$ cat src/rtl/tmds_video_sequencer.sv
// Raster timing controller for a three-channel TMDS output.
// Counts pixels/lines, fetches pixels from the renderer with a fixed read
// latency, and presents aligned video data, DVI control data and video enable
// to the R/G/B encoders. Everything runs on pixclk; no back-pressure.
module tmds_video_sequencer #(
  parameter int H_ACTIVE = 640,
  parameter int H_FP     = 16,
  parameter int H_SYNC   = 96,
  parameter int H_BP     = 48,
  parameter int V_ACTIVE = 480,
  parameter int V_FP     = 10,
  parameter int V_SYNC   = 2,
  parameter int V_BP     = 33,
  parameter bit HS_POL   = 1'b0,
  parameter bit VS_POL   = 1'b0,
  parameter int PIX_LAT  = 2
) (
  input  logic       pixclk,
  input  logic       rst,
  input  logic       en,
  output logic       pix_req,
  output logic [9:0] pix_x,
  output logic [9:0] pix_y,
  input  logic [7:0] pix_r,
  input  logic [7:0] pix_g,
  input  logic [7:0] pix_b,
  output logic [7:0] vd_r,
  output logic [7:0] vd_g,
  output logic [7:0] vd_b,
  output logic [1:0] cd_r,
  output logic [1:0] cd_g,
  output logic [1:0] cd_b,
  output logic       vde,
  output logic       frame_start
);

  localparam int H_TOTAL = H_ACTIVE + H_FP + H_SYNC + H_BP;
  localparam int V_TOTAL = V_ACTIVE + V_FP + V_SYNC + V_BP;
  // Fetch register plus PIX_LAT renderer cycles: side-band must be this deep
  // to line up with the returning pixel data.
  localparam int STAGES  = PIX_LAT + 1;

  localparam logic [9:0] H_LAST   = 10'(H_TOTAL - 1);
  localparam logic [9:0] V_LAST   = 10'(V_TOTAL - 1);
  localparam logic [9:0] H_ACT    = 10'(H_ACTIVE);
  localparam logic [9:0] V_ACT    = 10'(V_ACTIVE);
  localparam logic [9:0] HS_START = 10'(H_ACTIVE + H_FP);
  localparam logic [9:0] HS_END   = 10'(H_ACTIVE + H_FP + H_SYNC);
  localparam logic [9:0] VS_START = 10'(V_ACTIVE + V_FP);
  localparam logic [9:0] VS_END   = 10'(V_ACTIVE + V_FP + V_SYNC);

  // Side-band travelling with each pipeline slot; syncs stored as "asserted"
  // flags and converted to line polarity only at the output register.
  typedef struct packed {
    logic hs;
    logic vs;
    logic fst;
  } tag_t;

  logic [9:0] hcnt, vcnt;
  logic       act0;
  tag_t       tag0;

  logic [STAGES:1] vld_pipe;
  tag_t [STAGES:1] tag_pipe;

  // Raster counters; held at the origin while disabled so a restart begins
  // at (0,0) in the first enabled cycle.
  always_ff @(posedge pixclk) begin
    if (rst || !en) begin
      hcnt <= '0;
      vcnt <= '0;
    end else if (hcnt == H_LAST) begin
      hcnt <= '0;
      vcnt <= (vcnt == V_LAST) ? 10'd0 : vcnt + 10'd1;
    end else begin
      hcnt <= hcnt + 10'd1;
    end
  end

  // Decode the current raster position; a disabled raster injects idle slots.
  always_comb begin
    act0     = en && (hcnt < H_ACT) && (vcnt < V_ACT);
    tag0.hs  = en && (hcnt >= HS_START) && (hcnt < HS_END);
    tag0.vs  = en && (vcnt >= VS_START) && (vcnt < VS_END);
    tag0.fst = en && (hcnt == 10'd0) && (vcnt == 10'd0);
  end

  // Valid / side-band delay line; stage 1 doubles as the fetch strobe.
  always_ff @(posedge pixclk) begin
    if (rst) begin
      vld_pipe <= '0;
      tag_pipe <= '0;
    end else begin
      vld_pipe <= {vld_pipe[STAGES-1:1], act0};
      tag_pipe <= {tag_pipe[STAGES-1:1], tag0};
    end
  end

  assign pix_req = vld_pipe[1];

  // Fetch address; only moves on real requests so it holds during blanking.
  always_ff @(posedge pixclk) begin
    if (rst) begin
      pix_x <= '0;
      pix_y <= '0;
    end else if (act0) begin
      pix_x <= hcnt;
      pix_y <= vcnt;
    end
  end

  // Encoder-facing register: pixel data in the active region, DVI control
  // symbols otherwise. Control data is frozen while video is enabled.
  always_ff @(posedge pixclk) begin
    if (rst) begin
      vde         <= 1'b0;
      vd_r        <= '0;
      vd_g        <= '0;
      vd_b        <= '0;
      cd_r        <= 2'b00;
      cd_g        <= 2'b00;
      cd_b        <= {~VS_POL, ~HS_POL};
      frame_start <= 1'b0;
    end else begin
      vde         <= vld_pipe[STAGES];
      frame_start <= vld_pipe[STAGES] && tag_pipe[STAGES].fst;
      if (vld_pipe[STAGES]) begin
        vd_r <= pix_r;
        vd_g <= pix_g;
        vd_b <= pix_b;
      end else begin
        vd_r <= '0;
        vd_g <= '0;
        vd_b <= '0;
        cd_r <= 2'b00;
        cd_g <= 2'b00;
        cd_b <= {tag_pipe[STAGES].vs ? VS_POL : ~VS_POL,
                 tag_pipe[STAGES].hs ? HS_POL : ~HS_POL};
      end
    end
  end

endmodule
$ cat config.mk
export PLATFORM = sky130hd
export DESIGN_NAME = tmds_video_sequencer
export DESIGN_NICKNAME = d
export VERILOG_FILES = /design/src/rtl/tmds_video_sequencer.sv
export SDC_FILE = /design/constraint.sdc
export NUM_CORES = 1
export LEC_CHECK = 0
export ABC_AREA = 1
export CAP_MARGIN = 20
export CORE_UTILIZATION = 45
export CTS_BUF_LIST = sky130_fd_sc_hd__clkbuf_4
export CTS_CLUSTER_DIAMETER = 40
export DETAILED_ROUTE_END_ITERATION = 8
export PLACE_DENSITY = 0.75
export SYNTH_ARGS = -nofsm -noshare
export SYNTH_HDL_FRONTEND = slang
export SYNTH_SLANG_ARGS = --single-unit
$ cat constraint.sdc
create_clock -name pixclk -period 2.84 [get_ports pixclk]
set_input_delay 0.852 -clock pixclk [delete_from_list [all_inputs] [get_ports pixclk]]
set_output_delay 0.852 -clock pixclk [all_outputs]
set_load 0.02 [all_outputs]
# Yosys cells after proc, flatten, opt, wreduce, memory -nomap -nowiden
# Index checks and enable logic that the tools add are counted.
[word_totals] elab_cells=49 reg_bits=80 out_inout_bits=53
[classes] n_addsub=2 n_eq_ne=2 order_cmp=6 n_reduce_logical=15 n_bitwise=1 muxes=3
[op_table] op="10-bit by 1-bit adder with 10-bit output (second input constant)" count=2
[op_table] op="10-bit equality test (second input constant)" count=2
[op_table] op="10-bit zero test" count=2
[op_table] op="10-bit < comparator (second input constant)" count=2
[op_table] op="10-bit by 9-bit < comparator with 1-bit output (second input constant)" count=2
[op_table] op="10-bit greater-or-equal comparator (second input constant)" count=1
[op_table] op="10-bit by 9-bit greater-or-equal comparator with 1-bit output (second input constant)" count=1
[op_table] op="10-bit 2-to-1 mux" count=1
[op_table] op="1-bit logical AND" count=9
[op_table] op="2-bit OR reduction" count=2
[op_table] op="1-bit 2-to-1 mux" count=2
[op_table] op="1-bit zero test" count=1
[op_table] op="1-bit logical OR" count=1
[op_table] op="1-bit inverter" count=1

# Depth between registers and ports, before layout
[depth] depth_word=3 depth_mapped=9 ltp_nobuf=9

# Least setup slack after synthesis
# Ideal clock, no wire load.
[synth_timing] kind="input-to-reg" start="input rst" end="register vcnt[1]" setup_time_ns=0.112 setup_slack_ns=1.130 path_stages=9 arrival_time_ns=1.598 path_cell_list="clkbuf_1 -> inv_1 -> nand2_1 -> inv_1 -> nand2_1 -> buf_6 -> inv_2 -> nand2_1 -> nand2_1"
[synth_via] elab_chain_len=1
[synth_rtl] item="start, declared" line="19" source="input logic rst,"
[synth_rtl] item="1-bit logical OR" line="70" source="if (rst || !en) begin"
[synth_rtl] item="end signal, assigned" line="75" source="vcnt <= (vcnt == V_LAST) ? 10'd0 : vcnt + 10'd1;"
[synth_rtl] item="end, declared" line="60" source="logic [9:0] hcnt, vcnt;"
# Every way passes these cells.
# A chain may end at the register's enable or synchronous reset.

# Worst setup path after layout
[layout_timing] start="register pix_y[8]" end="output pix_y[8]"
[layout_rtl] item="start, declared" line="23" source="output logic [9:0] pix_y,"
[layout_rtl] item="start signal, assigned" line="109" source="pix_y <= vcnt;"
# No word-level cell between the ends.

==> run summary <==
status = complete, but fails checks
failing checks = design-rule violations
startpoint types = register
pin count of the biggest net entering global routing = 32
routability congestion estimate = 0.861
first-pass detailed-route iteration total = 7
setup TNS = 0 ps
most common library cell in the layout ignoring fill and taps = nand2_1
Routed Antenna Nets = 0
clock share of power = 33.2%
DR top layer = met4
register area = 1600 um^2
Top Family by Delay on Critical Path = buffers and inverters
Leakage = 1.61 nW
slowest CP cell = clkdlybuf4s50_1
Site Rows = 29
Max VDD drop = 0.211 mV
I/O Buffers = 75
Internal Power = 1.39 mW
die area = 7090 um^2
Vias/cell = 4.62
min-delay worst type = reg -> reg
Syn. warnings = 0
synthesized area per cell = 7.57 um^2
CP Class = reg -> out
Clock Path Buffers = 2
CTS root buf = clkbuf_4
Finished Layout Cells = 560
Overflow after GRT = 0
chip height = 84.2 um
Starting Density = 47.4%
Stages on worst setup path = 1
antenna violations before repair = 0
Power Density = 474 nW/um^2
RSZ-0062 raised after global routing = false
Post-layout nets = 509
final hold viol count = 0
register share of total power = 60.7%
Die Wd = 84.2 um
clk_lat worst skew = 420 ps
Post-Synthesis Cell Area = 3040 um^2
share of layout cells above drive strength 1 = 6.83%
Buffers & Inverters on Critical Path = 1
overall routing resource usage = 18.3%
minimum clock period = 2260 ps
final setup fails = 0
drt drc = 29
post-cts gate resize count = 0
M1 WL = 2.83 mm
io pins = 80
Core Region = 6420 um^2
DP HPWL = 4.55 mm
Post-Route WL = 6.19 mm
Cells after DPL = 544
Final Skew = 14.5 ps
vias post-DR = 2587
CP cell instances = clkdlybuf4s50_1
WL/cell = 11.1 um
Largest stage delay, worst path = 610 ps
DR iter-0 viols = 133
cells after synthesis = 402
most frequent cells in the layout = nand2_1, dfxtp_1, clkdlybuf4s50_1
Post-synth EDFFs = 0
switching share of power = 26.0%
Max Transition Viols Final = 0
Crit. End Element = output pin
Worst Path Arrival = 1410 ps
max-cap violation count = 0
Clock Sinks = 80
multi-input logic area = 1090 um^2
Netlist cell types = 28
Fmax = 442 MHz
Hold Path Stages = 2
TritonCTS buffer count = 9
cts hold-fix bufs = 0
H-tree depth = 3
n_diodes = 0
sequential area share after synthesis = 52.6%
Most used DFF post-synth = dfxtp_1
Area Overhead vs Synth = 29.8%
WL met2 = 2.78 mm
first-pass GRT wire length = 10.4 mm
Post-CTS Setup Inserts = 0
Slew headroom = 54.1%
period utilisation layout = 79.6%
Net Switching = 0.487 mW
fraction of registers with async set/reset = 0%
TritonCTS clock tree = done
fillers = 574
critical path required time = 1990 ps
vias in the first global route = 2358
critical path fanouts, max = 2
combinational share of power = 6.1%
Tightest Pin Transition = 688 ps
Worst-path clk slew = 140 ps
Synth Register Bits = 80
Worst Reg2Reg Path Length in Cells = 8
met3 wire len = 496 um
==> kinds of logic after synthesis <==
family,after synthesis,share of synthesized area [%]
DFF,80,52.6
buffers and inverters,86,12.0
other,1,0.123
adders and majority gates,4,1.64
xor gates and xnor gates,2,0.576
and+or+nand+nor,195,27.4
AOI/OAI and AO/OA,34,5.67
==> routing by layer <==
| layer | track usage [%] | vias to the layer above |
|---|---|---|
| li1 | - | 1357 |
| met2 | 31.0 | 88 |
| met1 | 22.5 | 1133 |
| met3 | 4.33 | 9 |
| met4 | 7.52 | 0 |
| met5 | 0 | - |
==> per-stage QoR <==
step                hold slack [ps]  area (um^2)  util (%)  worst slack (ps)  power, mW
floorplan                       388         3050         -              1130       1.22
global placement                391         3820      59.5               670       1.27
detailed placement              394         3820      59.5               610       1.28
CTS                             412         3950      61.5               553       1.89
global route                    404         3950      61.5               524       1.95
finish                          412         3950      61.5               578       1.87
==> sequential cells by signal, indices dropped and copies added (netlist names), 2 cells and up <==
| register | flops |
|---|---|
| vcnt | 10 |
| tag_pipe | 9 |
| vd_b | 8 |
| hcnt | 10 |
| vld_pipe | 3 |
| vd_r | 8 |
| vd_g | 8 |
| pix_x | 10 |
| pix_y | 10 |
| cd_b | 2 |
==> cell usage after synthesis (4+ instances only) <==
library cell / number / area (um^2)
o21ai_0: 5 / 25.0
a21oi_1: 27 / 135
clkbuf_1: 5 / 18.8
nor2_1: 69 / 259
buf_4: 4 / 30.0
ha_1: 4 / 50.1
nand3_1: 17 / 85.1
dfxtp_1: 80 / 1600
nand2_1: 89 / 334
inv_1: 67 / 251
==> power groups by stage <==
stage / logic [mW] / registers (mW) / clock network [mW]
2_1_floorplan: 0.0552 / 1.17 / 0
3_3_place_gp: 0.112 / 1.16 / 0
3_5_place_dp: 0.114 / 1.16 / 0
4_1_cts: 0.115 / 1.14 / 0.638
5_1_grt: 0.125 / 1.14 / 0.688
6_report: 0.114 / 1.14 / 0.622
==> path summary, 6_finish.rpt <==
| check | startpoint | to | slack (ps) |
|---|---|---|---|
| setup / recovery | pix_y[8] | pix_y[8] | 580 |
| hold / removal | tag_pipe[1] | tag_pipe[4] | 410 |
| setup reg to reg | hcnt[0] | vcnt[9] | 1140 |
| hold reg to reg | tag_pipe[1] | tag_pipe[4] | 410 |
==> area by class of cell <==
| type | instances | area share [%] |
|---|---|---|
| inverter | 70 | 6.65 |
| clock inverter | 7 | 1.52 |
| clock buffer | 9 | 1.71 |
| tap | 77 | 2.44 |
| timing repair buffer | 78 | 19.6 |
| multi-input combinational | 239 | 27.6 |
| sequential | 80 | 40.5 |
(Power assumes the default switching activity.)
